<file path="config.mk">
export PLATFORM = sky130hd
export DESIGN_NAME = riscv_str_seq_flat
export DESIGN_NICKNAME = d
export VERILOG_FILES = /design/src/rtl/riscv_str_seq_pkg.sv /design/src/rtl/riscv_str_seq_if.sv /design/src/rtl/riscv_str_seq.sv /design/src/flat_wrapper.sv
export SDC_FILE = /design/constraint.sdc
export NUM_CORES = 1
export LEC_CHECK = 0
export BUFFER_PORTS_ARGS = -buffer_cell sky130_fd_sc_hd__buf_2
export CAP_MARGIN = 20
export CORE_MARGIN = 5
export CORE_UTILIZATION = 46
export CTS_CLUSTER_SIZE = 25
export DETAILED_ROUTE_END_ITERATION = 8
export GPL_ROUTABILITY_DRIVEN = 0
export GPL_TIMING_DRIVEN = 0
export HOLD_SLACK_MARGIN = 0.1
export PLACE_DENSITY_LB_ADDON = 0.25
export SLEW_MARGIN = 40
export SYNTH_ARGS = -nofsm -noshare
export SYNTH_HDL_FRONTEND = slang
export SYNTH_SLANG_ARGS = --single-unit
</file>
<file path="constraint.sdc">
create_clock -name clk -period 4.27 [get_ports clk]
set_input_delay 0.6405 -clock clk [delete_from_list [all_inputs] [get_ports clk]]
set_output_delay 0.6405 -clock clk [all_outputs]
set_load 0.01 [all_outputs]
</file>
<file path="src/rtl/riscv_str_seq_pkg.sv">
// Shared types and helpers for the string-op sequencer: operator codes, FSM states, NUL byte-enable helpers.
// The NUL-stop feature (macro STR_SEQ_NUL_STOP_EN) relies on nul_be/has_nul below.
package riscv_str_seq_pkg;

    localparam int STR_OP_WIDTH = 2;

    localparam logic [STR_OP_WIDTH-1:0] STR_OP_PASS  = 2'd0;
    localparam logic [STR_OP_WIDTH-1:0] STR_OP_UPPER = 2'd1;
    localparam logic [STR_OP_WIDTH-1:0] STR_OP_LOWER = 2'd2;
    localparam logic [STR_OP_WIDTH-1:0] STR_OP_SWAP  = 2'd3;

    typedef enum logic [2:0] {
        IDLE    = 3'd0,
        RD_REQ  = 3'd1,
        RD_WAIT = 3'd2,
        EXEC    = 3'd3,
        WR_REQ  = 3'd4,
        WR_WAIT = 3'd5,
        DONE    = 3'd6
    } str_seq_state_e;

    // Byte enables covering bytes 0..k where byte k is the lowest NUL; all ones if none.
    function automatic logic [3:0] nul_be(input logic [31:0] word);
        logic found;
        nul_be = 4'hF;
        found  = 1'b0;
        for (int k = 0; k < 4; k++) begin
            if (!found && word[8*k +: 8] == 8'h00) begin
                found  = 1'b1;
                nul_be = 4'hF >> (3 - k);
            end
        end
    endfunction

    function automatic logic has_nul(input logic [31:0] word);
        has_nul = (word[7:0] == 8'h00) || (word[15:8] == 8'h00) ||
                  (word[23:16] == 8'h00) || (word[31:24] == 8'h00);
    endfunction

endpackage

</file>
<file path="src/rtl/riscv_str_seq_if.sv">
// Data-port bus between the sequencer (master) and memory (slave):
// req/gnt address phase, rvalid response phase, one transaction outstanding.
interface riscv_str_seq_if;
    logic        req;
    logic        gnt;
    logic        rvalid;
    logic [31:0] addr;
    logic        we;
    logic [3:0]  be;
    logic [31:0] wdata;
    logic [31:0] rdata;

    modport master (output req, addr, we, be, wdata, input gnt, rvalid, rdata);
    modport slave  (input req, addr, we, be, wdata, output gnt, rvalid, rdata);
endinterface

</file>
<file path="src/rtl/riscv_str_seq.sv">
// Command-driven sequencer: read word, run it through the external str_ops unit, write it back.
// Optional STR_SEQ_NUL_STOP_EN: stop after the first word holding a NUL byte, writing bytes up to it.
module riscv_str_seq
    import riscv_str_seq_pkg::*;
#(
    parameter int LEN_W = 16
) (
    input  logic                    clk,
    input  logic                    rst,
    input  logic                    cmd_valid_i,
    output logic                    cmd_ready_o,
    input  logic [STR_OP_WIDTH-1:0] cmd_op_i,
    input  logic [31:0]             cmd_src_i,
    input  logic [31:0]             cmd_dst_i,
    input  logic [LEN_W-1:0]        cmd_len_i,
    input  logic                    abort_i,
    output logic                    busy_o,
    output logic                    done_o,
    output logic                    aborted_o,
    output logic [LEN_W-1:0]        words_done_o,
    riscv_str_seq_if.master         data,
    output logic                    str_en_o,
    output logic [STR_OP_WIDTH-1:0] str_op_o,
    output logic [31:0]             str_operand_o,
    input  logic [31:0]             str_result_i
);

    str_seq_state_e          state_reg, state_next;
    logic [STR_OP_WIDTH-1:0] op_reg;
    logic [31:0]             src_reg, dst_reg, operand_reg;
    logic [LEN_W-1:0]        len_reg, cnt_reg;
    logic                    abort_pend_reg, aborted_reg, nul_stop_reg;
    logic [3:0]              be_reg;
    logic                    last_word, stop_now;

    assign last_word = (cnt_reg + LEN_W'(1)) == len_reg;
    assign stop_now  = last_word || abort_pend_reg || abort_i || nul_stop_reg;

    always_ff @(posedge clk or posedge rst) begin
        if (rst) state_reg <= IDLE;
        else     state_reg <= state_next;
    end

    always_comb begin
        state_next = state_reg;
        case (state_reg)
            IDLE:    if (cmd_valid_i) state_next = (cmd_len_i == '0) ? DONE : RD_REQ;
            RD_REQ:  if (data.gnt)    state_next = RD_WAIT;
            RD_WAIT: if (data.rvalid) state_next = EXEC;
            EXEC:                     state_next = WR_REQ;
            WR_REQ:  if (data.gnt)    state_next = WR_WAIT;
            WR_WAIT: if (data.rvalid) state_next = stop_now ? DONE : RD_REQ;
            DONE:                     state_next = IDLE;
            default:                  state_next = IDLE;
        endcase
    end

    always_ff @(posedge clk or posedge rst) begin
        if (rst) begin
            op_reg         <= '0;
            src_reg        <= '0;
            dst_reg        <= '0;
            len_reg        <= '0;
            cnt_reg        <= '0;
            operand_reg    <= '0;
            abort_pend_reg <= 1'b0;
            aborted_reg    <= 1'b0;
            nul_stop_reg   <= 1'b0;
            be_reg         <= 4'hF;
        end else begin
            case (state_reg)
                IDLE: if (cmd_valid_i) begin
                    op_reg         <= cmd_op_i;
                    src_reg        <= {cmd_src_i[31:2], 2'b00};
                    dst_reg        <= {cmd_dst_i[31:2], 2'b00};
                    len_reg        <= cmd_len_i;
                    cnt_reg        <= '0;
                    abort_pend_reg <= 1'b0;
                    aborted_reg    <= 1'b0;
                    nul_stop_reg   <= 1'b0;
                    be_reg         <= 4'hF;
                end
                RD_WAIT: if (data.rvalid) begin
                    operand_reg <= data.rdata;
`ifdef STR_SEQ_NUL_STOP_EN
                    be_reg       <= nul_be(data.rdata);
                    nul_stop_reg <= has_nul(data.rdata);
`else
                    be_reg       <= 4'hF;
                    nul_stop_reg <= 1'b0;
`endif
                end
                WR_WAIT: if (data.rvalid) begin
                    src_reg <= src_reg + 32'd4;
                    dst_reg <= dst_reg + 32'd4;
                    cnt_reg <= cnt_reg + LEN_W'(1);
                    // An abort landing on the final word, or a NUL stop, is a normal finish.
                    aborted_reg <= (abort_pend_reg || abort_i) && !last_word && !nul_stop_reg;
                end
                DONE: abort_pend_reg <= 1'b0;
                default: ;
            endcase
            if (abort_i && state_reg != IDLE && state_reg != DONE)
                abort_pend_reg <= 1'b1;
        end
    end

    always_comb begin
        cmd_ready_o   = (state_reg == IDLE);
        busy_o        = (state_reg != IDLE);
        done_o        = (state_reg == DONE);
        aborted_o     = (state_reg == DONE) && aborted_reg;
        words_done_o  = cnt_reg;
        str_en_o      = (state_reg == EXEC);
        str_op_o      = op_reg;
        str_operand_o = operand_reg;
        data.req      = (state_reg == RD_REQ) || (state_reg == WR_REQ);
        data.we       = (state_reg == WR_REQ);
        data.addr     = '0;
        data.be       = 4'h0;
        data.wdata    = '0;
        if (state_reg == RD_REQ) begin
            data.addr = src_reg;
            data.be   = 4'hF;
        end else if (state_reg == WR_REQ) begin
            data.addr  = dst_reg;
            data.be    = be_reg;
            data.wdata = str_result_i;
        end
    end

endmodule
</file>
<file path="src/flat_wrapper.sv">
// flat-port wrapper written by rule: the top's interface ports become plain ports
module riscv_str_seq_flat import riscv_str_seq_pkg::*;
#(
    parameter int LEN_W = 16
)
  (clk, rst, cmd_valid_i, cmd_ready_o, cmd_op_i, cmd_src_i, cmd_dst_i, cmd_len_i, abort_i, busy_o, done_o, aborted_o, words_done_o, str_en_o, str_op_o, str_operand_o, str_result_i, data_req, data_addr, data_we, data_be, data_wdata, data_gnt, data_rvalid, data_rdata);
  riscv_str_seq_if data_i ();
  input  logic clk;
  input  logic rst;
  input  logic cmd_valid_i;
  output logic cmd_ready_o;
  input  logic [STR_OP_WIDTH-1:0] cmd_op_i;
  input  logic [31:0] cmd_src_i;
  input  logic [31:0] cmd_dst_i;
  input  logic [LEN_W-1:0] cmd_len_i;
  input  logic abort_i;
  output logic busy_o;
  output logic done_o;
  output logic aborted_o;
  output logic [LEN_W-1:0] words_done_o;
  output logic str_en_o;
  output logic [STR_OP_WIDTH-1:0] str_op_o;
  output logic [31:0] str_operand_o;
  input  logic [31:0] str_result_i;
  output wire logic [$bits(data_i.req)-1:0] data_req;
  output wire logic [$bits(data_i.addr)-1:0] data_addr;
  output wire logic [$bits(data_i.we)-1:0] data_we;
  output wire logic [$bits(data_i.be)-1:0] data_be;
  output wire logic [$bits(data_i.wdata)-1:0] data_wdata;
  input wire logic [$bits(data_i.gnt)-1:0] data_gnt;
  input wire logic [$bits(data_i.rvalid)-1:0] data_rvalid;
  input wire logic [$bits(data_i.rdata)-1:0] data_rdata;
  assign data_req = data_i.req;
  assign data_addr = data_i.addr;
  assign data_we = data_i.we;
  assign data_be = data_i.be;
  assign data_wdata = data_i.wdata;
  assign data_i.gnt = data_gnt;
  assign data_i.rvalid = data_rvalid;
  assign data_i.rdata = data_rdata;
  riscv_str_seq #(.LEN_W(LEN_W)) u_core (.clk(clk), .rst(rst), .cmd_valid_i(cmd_valid_i), .cmd_ready_o(cmd_ready_o), .cmd_op_i(cmd_op_i), .cmd_src_i(cmd_src_i), .cmd_dst_i(cmd_dst_i), .cmd_len_i(cmd_len_i), .abort_i(abort_i), .busy_o(busy_o), .done_o(done_o), .aborted_o(aborted_o), .words_done_o(words_done_o), .data(data_i), .str_en_o(str_en_o), .str_op_o(str_op_o), .str_operand_o(str_operand_o), .str_result_i(str_result_i));
endmodule
</file>
# Yosys cells after proc, flatten, opt, wreduce, memory -nomap -nowiden
# Index checks and enable logic that the tools add are counted.
# op_classes
n_addsub	3
n_eq_ne	14
muxes	33
n_reduce_logical	24
# ops
op	n
32-bit 2-to-1 mux	8
32-bit one-hot mux with 2 select lines	2
32-bit by 3-bit adder with 32-bit output (second input constant)	2
16-bit 2-to-1 mux	2
16-bit one-hot mux with 2 select lines	1
3-bit 2-to-1 mux	7
3-bit one-hot mux with 6 select lines	1
16-bit by 1-bit adder with 16-bit output (second input constant)	1
16-bit equality test	1
16-bit zero test	1
4-bit 2-to-1 mux	4
3-bit equality test (second input constant)	3
2-bit inequality test (second input constant)	4
4-bit one-hot mux with 2 select lines	1
3-bit by 2-bit equality test with 1-bit output (second input constant)	2
1-bit one-hot mux with 2 select lines	3
2-bit AND reduction	3
3-bit AND reduction	2
3-bit nonzero test	2
1-bit logical AND	5
1-bit logical OR	5
5-bit AND reduction	1
1-bit 2-to-1 mux	4
2-bit nonzero test	2
6 further kinds	7
# word_totals
register_bits	140
in_bits	152
output_inout_bits	125
word_cells	85

# Longest topological paths before layout
# Gate-level depths: netlist of run 1.
# depth
depth_word	8
depth_mapped	9
mapped_depth_nobuf	7

# Least setup slack after synthesis of run 1
# Ideal clock, no wire load.
# synth_path
kind	register to register
start	reg u_core.cnt_reg[0], in the netlist u_core.words_done_o[0]
end	reg u_core.state_reg[0]
setup_time_ns	0.124
arrival_time_ns	2.412
required_time_ns	4.146
path_slack_ns	1.734
stages_incl_launch_ff	9
n_path_buf	1
period_less_slack_ns	2.536
path_cell_list	dfrtp_1 > ha_1 > buf_6 > xor3_1 > a2111oi_2 > nand4b_1 > nor4_2 > o2111ai_2 > a211o_1
# synth_between
elab_chain_cells	8
# synth_rtl
element	line_no	source
start, declared	riscv_str_seq.sv:31	logic [LEN_W-1:0] len_reg, cnt_reg;
start signal, assigned	riscv_str_seq.sv:96	cnt_reg <= cnt_reg + LEN_W'(1);
16-bit by 1-bit adder with 16-bit output	riscv_str_seq.sv:36	assign last_word = (cnt_reg + LEN_W'(1)) == len_reg;
16-bit equality test	riscv_str_seq.sv:36	
1-bit logical OR (3 in a row)	riscv_str_seq.sv:37	assign stop_now = last_word || abort_pend_reg || abort_i || nul_stop_reg;
3-bit 2-to-1 mux (2 in a row)	riscv_str_seq.sv:52	WR_WAIT: if (data.rvalid) state_next = stop_now ? DONE : RD_REQ;
3-bit one-hot mux with 6 select lines	riscv_str_seq.sv:46	case (state_reg)
end signal, assigned	riscv_str_seq.sv:41	else state_reg <= state_next;
end, declared	riscv_str_seq.sv:28	str_seq_state_e state_reg, state_next;
# No other way between the ends. The select of a mux whose other input is x is not followed.
# A chain may end at the register's enable or synchronous reset.

# Worst setup path after layout of run 1
# layout_path
start	reg u_core.state_reg[0]
end	out data_addr[11]
# layout_between
elab_chain_cells	3
word_cells_on_any_way	4
classes_between	eq/ne: 2; mux: 2
# layout_rtl
element	line_no	source
3-bit equality test	riscv_str_seq.sv:125	end else if (state_reg == WR_REQ) begin
32-bit 2-to-1 mux	riscv_str_seq.sv:125	
32-bit 2-to-1 mux (*)	riscv_str_seq.sv:122	if (state_reg == RD_REQ) begin
end, declared	flat_wrapper.sv:26	output wire logic [$bits(data_i.addr)-1:0] data_addr;
# Mark *: on every way between the ends. The rest lies on a longest branch, timed or not.

==> flow_metrics.env, run 1 <==
export IMPL_synth_edf_count=0
export IMPL_final_util_pct=60.8
export IMPL_start_kind="flop"
export IMPL_relSlewSlack_pct=44.3
export IMPL_layout_nets=1360
export IMPL_synth_top_cell_by_area="dfrtp_1"
export IMPL_numPlacedInstances=1406
export IMPL_design_area_sq_mm=0.0101
export IMPL_endpoint_kind="output port"
export IMPL_async_flop_share_pct=100
export IMPL_synth_seq_cells=131
export IMPL_clk_latency_ns=0.42
export IMPL_maxCapViolCount=0
export IMPL_powerDensity_mw_per_mm2=699
export IMPL_fin_crit_ns=3.57
export IMPL_peakVddDrop_uv=404
export IMPL_viasPerCell=5.84
export IMPL_core_area_sq_mm=0.0166
export IMPL_cp_arrival_ns=2.93
export IMPL_grt_first_pass_wirelength_mm=43.9
export IMPL_dpl_cell_area_sq_mm=0.00952
export IMPL_port_buffers=270
export IMPL_setup_viol=0
export IMPL_hold_path_class="in -> async"
export IMPL_pin_count=277
export IMPL_cpMostUsedCell="clkbuf_1"
export IMPL_leakage_uw=0.00481
export IMPL_r2r_worst_path_cells=8
export IMPL_cts_buffers=17
export IMPL_worst_slack_ns=0.698
export IMPL_whs_ns=0.263
export IMPL_postCtsSetupRepairBufs=0
export IMPL_endpoint="data_addr[11]"
export IMPL_path_max_fanout=10
export IMPL_critPathKind="reg -> out"
export IMPL_cp_data_required_time_ns=3.63
export IMPL_drc=0
export IMPL_dr_total_vias=8401
export IMPL_area_growth_pct=28.9
export IMPL_grt_overflow_total=0
export IMPL_drt_iter0_markers=915
export IMPL_die_h_um=141
export IMPL_slowest_delay_ns=0.52
export IMPL_drive_above_1_share_pct=30.0
export IMPL_clk_path_buf_depth=2
export IMPL_synth_top_area_share_pct=41.7
export IMPL_placementRows=47
export IMPL_rsz0062_at_grt="false"
export IMPL_tritoncts="done"
export IMPL_die_width_um=141
export IMPL_cts_root_buffer="clkbuf_16"
export IMPL_grt_usage_pct=27.8
export IMPL_final_cells=1438
export IMPL_largest_reg_flops=32
export IMPL_slew_violations=0
export IMPL_cts_sinks=131
export IMPL_crit_start="u_core.state_reg[0]$_DFFE_PP0P_"
export IMPL_synth_area_sq_mm=0.00785
export IMPL_post_cts_resized=0
export IMPL_path_cells="clkbuf_1, inv_1, and3_1, clkbuf_1, buf_1, a22o_1, buf_2"
export IMPL_status="finished, final reports clean"
export IMPL_wire_per_inst_um=19.5
export IMPL_r2r_end="u_core.state_reg[0]$_DFFE_PP0P_"
export IMPL_fin_skew_ns=0.0104
export IMPL_htreeDepth=4
export IMPL_cts_hold_buf=0
export IMPL_start_util_pct=47.2
export IMPL_seq_area_frac_synth_pct=41.7
export IMPL_clock_fmax_mhz=280
export IMPL_antenna_left=0
export IMPL_dominantRegCellSynth="dfrtp_1"
export IMPL_final_hold_viol_count=0
export IMPL_wirelength_mm=28.1
export IMPL_clkTransAtPathRegs_ns=0.07
export IMPL_dieArea_sq_mm=0.0198
export IMPL_grt_max_degree=71
export IMPL_dpl_hpwl_mm=21.0
export IMPL_grt_pass1_vias=8162
export IMPL_synth_area_per_cell_sq_um=8.59
export IMPL_drt_pass1_iterations=7
export IMPL_finalCritPeriodShare_pct=83.7
export IMPL_worst_pin_slew_ns=0.829
export IMPL_ff2ff_setup_slack_ns=1.46
export IMPL_ys_warn_count=0
export IMPL_slowest_stage="clkbuf_1"
export IMPL_syn_inst=914
export IMPL_dp_slack_ns=1.24
export IMPL_r2r_start="u_core.words_done_o[0]$_DFFE_PP0P_"
export IMPL_yosysUniqueCellTypes=60
export IMPL_antenna_found_initial=0
export IMPL_n_antenna_cell=0
export IMPL_synth_area_leaders="dfrtp_1 (42%), nand2_1 (8.5%), mux2_2 (4.6%)"
## metrics by stage
step | TNS, ns | power (uW)
floorplan | 0 | 4320
global placement | -207.48 | 5460
detailed placement | 0 | 5550
CTS | 0 | 7050
global route | 0 | 7560
finish | 0 | 7080
## layout make-up
class,instances,area (sq um)
clock inverters,15,169
multi-input cells,705,4250
plain buffers,73,315
well taps,220,275
repair buffers,271,1380
inverters,6,30.0
flip-flops and latches,131,3280
fillers,1514,6520
clock buffers,17,425
## placed cells by master (no fill, tap or decap), drive strengths merged, types with 13 or more instances in the layout
| master | n |
|---|---|
| mux2i | 17 |
| nor3 | 17 |
| clkbuf | 65 |
| and2 | 42 |
| a32oi | 28 |
| nor4 | 13 |
| and3 | 19 |
| nand4 | 15 |
| xnor2 | 16 |
| o21ai | 57 |
| nand2 | 178 |
| nor2 | 53 |
| nand3 | 41 |
| dfrtp | 131 |
| buf | 296 |
| a22o | 34 |
| mux2 | 32 |
| a21oi | 61 |
## cells in the mapped netlist, types with 3 or more instances
| master | instances |
|---|---|
| nor2_1 | 53 |
| o21bai_1 | 4 |
| buf_1 | 11 |
| o21ai_0 | 55 |
| inv_1 | 6 |
| mux2i_1 | 17 |
| ha_1 | 3 |
| buf_2 | 6 |
| o22a_1 | 9 |
| a21o_1 | 3 |
| a21oi_1 | 61 |
| xor2_1 | 5 |
| nand2b_1 | 4 |
| nand3_1 | 40 |
| buf_4 | 7 |
| o22ai_1 | 6 |
| nor4_1 | 10 |
| dfrtp_1 | 131 |
| and2_1 | 41 |
| a32oi_1 | 28 |
| nand2_1 | 178 |
| a31oi_1 | 12 |
| nor3_1 | 17 |
| xnor2_1 | 16 |
| nor4_2 | 3 |
| mux2_2 | 32 |
| and3_1 | 19 |
| and4_1 | 3 |
| o31ai_1 | 4 |
| a22o_1 | 34 |
| nand4_1 | 14 |
| clkbuf_1 | 48 |
## kinds of logic after synthesis
group,Yosys count,share of synthesized area (%)
AOI/OAI and AO/OA,237,20.4
muxes,49,6.76
buffers and inverters,79,4.30
DFF,131,41.7
xor gates and xnor gates,22,2.64
adders and majority gates,3,0.478
and+or+nand+nor,392,23.6
other,1,0.0478
## layer usage
layer	routed length [um]	part of all wire [%]	GRT usage (%)
met5	0	0	0
met3	3190	11	7.75
met2	13000	46	44.4
met4	651	2.3	8.62
met1	11300	40	36.9
## worst max-delay path: cells and delay by family (launching register included)
kind                   cells  cell delay [ns]
buffers and inverters      5             1.64
flip-flops                 1             0.36
AO/OA/AOI/OAI              1             0.32
AND/OR/NAND/NOR            1             0.19
## how the worst min path moves through the flow
stage / end / slack (ns) / from
floorplan: u_core.len_reg[2]$_DFFE_PP0P_ / 0.45 / u_core.len_reg[2]$_DFFE_PP0P_
global placement: u_core.str_op_o[0]$_DFFE_PP0P_ / 0.45 / u_core.str_op_o[0]$_DFFE_PP0P_
detailed placement: u_core.str_op_o[0]$_DFFE_PP0P_ / 0.46 / u_core.str_op_o[0]$_DFFE_PP0P_
CTS: u_core.str_operand_o[27]$_DFFE_PP0P_ / 0.27 / rst
global route: u_core.str_operand_o[9]$_DFFE_PP0P_ / 0.29 / rst
finish: u_core.str_operand_o[27]$_DFFE_PP0P_ / 0.26 / rst
## report_power, final
part	leakage, uW	switching (uW)	internal (uW)	total, uW
Clock	0.000278	622	874	1500
Combinational	0.00293	1880	1350	3230
Sequential	0.00160	564	1790	2360
Total	0.00481	3060	4020	7080
(Power assumes the default switching activity.)
==> run 2, diff against run 1 <==
- CORE_UTILIZATION: 46 -> 51
- clock period: 4.27 -> 3.4 ns (I/O delays scaled with it)
==> run 2 against run 1 <==
Against the previous run:
- sequential power increased by 26%
- power increased by 24%
- worst hold slack improved by 0.0065 ns
- cell count decreased by 1.9%
- setup slack got worse by 0.51 ns
- cell area increased by 0.21%
- die area decreased by 9.1%
- critical path depth decreased by 1
- clock skew decreased by 0.0012 ns
- sequential share of layout area decreased by 0.068 points
- global-route usage increased by 2.3 points
- core utilization increased by 6.2 points
- critical path type unchanged
- highest routed layer unchanged
==> flow_metrics.env, run 2 (synthesized netlist as in run 1, its figures left out) <==
export IMPL_maxCapViolCount=0
export IMPL_leakage_uw=0.00485
export IMPL_n_antenna_cell=0
export IMPL_final_util_pct=67.0
export IMPL_die_h_um=134
export IMPL_grt_max_degree=27
export IMPL_hold_end="u_core.str_op_o[0]$_DFFE_PP0P_"
export IMPL_drc=0
export IMPL_relSlewSlack_pct=40.3
export IMPL_clkTransAtPathRegs_ns=0.06
export IMPL_finalCritPeriodShare_pct=94.4
export IMPL_layout_nets=1365
export IMPL_grt_usage_pct=30.1
export IMPL_status="finished, final reports clean"
export IMPL_ff2ff_setup_slack_ns=0.51
export IMPL_r2r_worst_path_cells=8
export IMPL_port_buffers=270
export IMPL_multi_input_area_sq_mm=0.00424
export IMPL_cts_root_buffer="clkbuf_16"
export IMPL_final_cell_mix="buf_2 (276), nand2_1 (178), dfrtp_1 (131)"
export IMPL_drt_pass1_iterations=7
export IMPL_start_kind="flop"
export IMPL_clk_latency_ns=0.43
export IMPL_whs_ns=0.269
export IMPL_viasPerCell=6.06
export IMPL_cp_arrival_ns=2.70
export IMPL_final_hold_viol_count=0
export IMPL_clk_path_buf_depth=2
export IMPL_drive_above_1_share_pct=30.1
export IMPL_hold_path_class="in -> reg"
export IMPL_cts_sinks=131
export IMPL_grt_overflow_total=0
export IMPL_path_max_fanout=10
export IMPL_design_area_sq_mm=0.0101
export IMPL_p_comb_share_pct=46.1
export IMPL_antenna_found_initial=0
export IMPL_wirelength_mm=27.7
export IMPL_p_seq_share_pct=33.7
export IMPL_die_width_um=134
export IMPL_p_sw_uw=3880
export IMPL_tns_ns=0
export IMPL_critPathKind="reg -> out"
export IMPL_setup_viol=0
export IMPL_clock_fmax_mhz=312
export IMPL_worst_pin_slew_ns=0.887
export IMPL_pin_count=277
export IMPL_holdPathStages=3
export IMPL_powerDensity_mw_per_mm2=868
export IMPL_peakVddDrop_uv=467
export IMPL_clkPwrFrac_pct=20.2
export IMPL_antenna_left=0
export IMPL_wire_per_inst_um=19.6
export IMPL_area_growth_pct=29.2
export IMPL_core_area_sq_mm=0.0151
export IMPL_endpoint_kind="output port"
export IMPL_intPower_uw=4920
export IMPL_slew_violations=0
export IMPL_postCtsSetupRepairBufs=0
export IMPL_fin_skew_ns=0.00916
export IMPL_fin_crit_ns=3.21
export IMPL_tritoncts="done"
export IMPL_regArea_sq_mm=0.00328
export IMPL_dieArea_sq_mm=0.0180
export IMPL_r2r_end="u_core.state_reg[0]$_DFFE_PP0P_"
export IMPL_grt_first_pass_wirelength_mm=43.0
export IMPL_largest_reg_flops=32
export IMPL_dpl_cell_area_sq_mm=0.00958
export IMPL_dpl_hpwl_mm=20.8
export IMPL_holdCritStartpoint="cmd_op_i[0]"
export IMPL_cp_data_required_time_ns=2.89
export IMPL_layout_commonest_cell="buf_2"
export IMPL_num_fill_cells=1304
export IMPL_drt_iter0_markers=911
export IMPL_rsz0062_at_grt="false"
export IMPL_placementRows=45
export IMPL_cts_buffers=17
export IMPL_grt_pass1_vias=8259
export IMPL_htreeDepth=4
export IMPL_swShare_pct=44.1
export IMPL_dr_total_vias=8555
export IMPL_r2r_start="u_core.words_done_o[0]$_DFFE_PP0P_"
export IMPL_start_util_pct=51.8
## run 2: worst max-delay path by stage
stage | start | endpoint | slack, ns | cells past startpoint
floorplan | u_core.words_done_o[0]$_DFFE_PP0P_ | u_core.state_reg[0]$_DFFE_PP0P_ | 0.86 | 8
global placement | rst | u_core.src_reg[14]$_DFFE_PP0P_ | 0.35 | 2
detailed placement | u_core.words_done_o[0]$_DFFE_PP0P_ | u_core.state_reg[0]$_DFFE_PP0P_ | 0.56 | 8
CTS | u_core.state_reg[0]$_DFFE_PP0P_ | data_addr[11] | 0.12 | 7
global route | u_core.state_reg[0]$_DFFE_PP0P_ | data_addr[31] | 0.02 | 6
finish | u_core.state_reg[0]$_DFFE_PP0P_ | data_addr[31] | 0.19 | 6
## run 2: per-layer routing
metal	share of wire, %	global-route usage [%]
met2	46	49.4
met3	12	9.23
met5	0	0
met1	39	37.6
met4	3.6	11.4
## run 2: metrics by stage
step / worst slack [ns] / cells / power (uW)
after CTS: 0.124 / 1412 / 8730
after global placement: 0.351 / 1373 / 6820
final: 0.190 / 1411 / 8800
after floorplan: 0.864 / 915 / 5420
after global routing: 0.0241 / 1411 / 9340
after detailed placement: 0.564 / 1379 / 6950
## run 2: power groups by stage
stage,sequential [uW],clock (uW),combinational [uW]
final,2970,1780,4060
after floorplan,2860,0,2560
after CTS,2930,1790,4020
after detailed placement,2950,0,4000
after global placement,2910,0,3900
after global routing,3060,1860,4420
## run 2: critical path: stages, from the launching register on
cell and delay [ns]:
dfrtp_1 0.32, clkbuf_1 0.29, inv_1 0.22, nor3_1 0.43, clkbuf_1 0.53, a22o_1 0.31, buf_2 0.16
## run 2: layout make-up
| cell class | count | area share [%] |
|---|---|---|
| tap | 188 | 2.32 |
| multi-input combinational | 705 | 41.8 |
| sequential | 131 | 32.3 |
| timing repair buffer | 277 | 14.7 |
| clock inverter | 15 | 1.34 |
| clock buffer | 17 | 4.19 |
| buffer | 72 | 3.07 |
| inverter | 6 | 0.259 |
## run 2: timing repair
item	CTS	global route
endpoints found under the hold margin	11	0
hold buffers	1	0
setup endpoints to repair	0	17
resized for setup	0	0
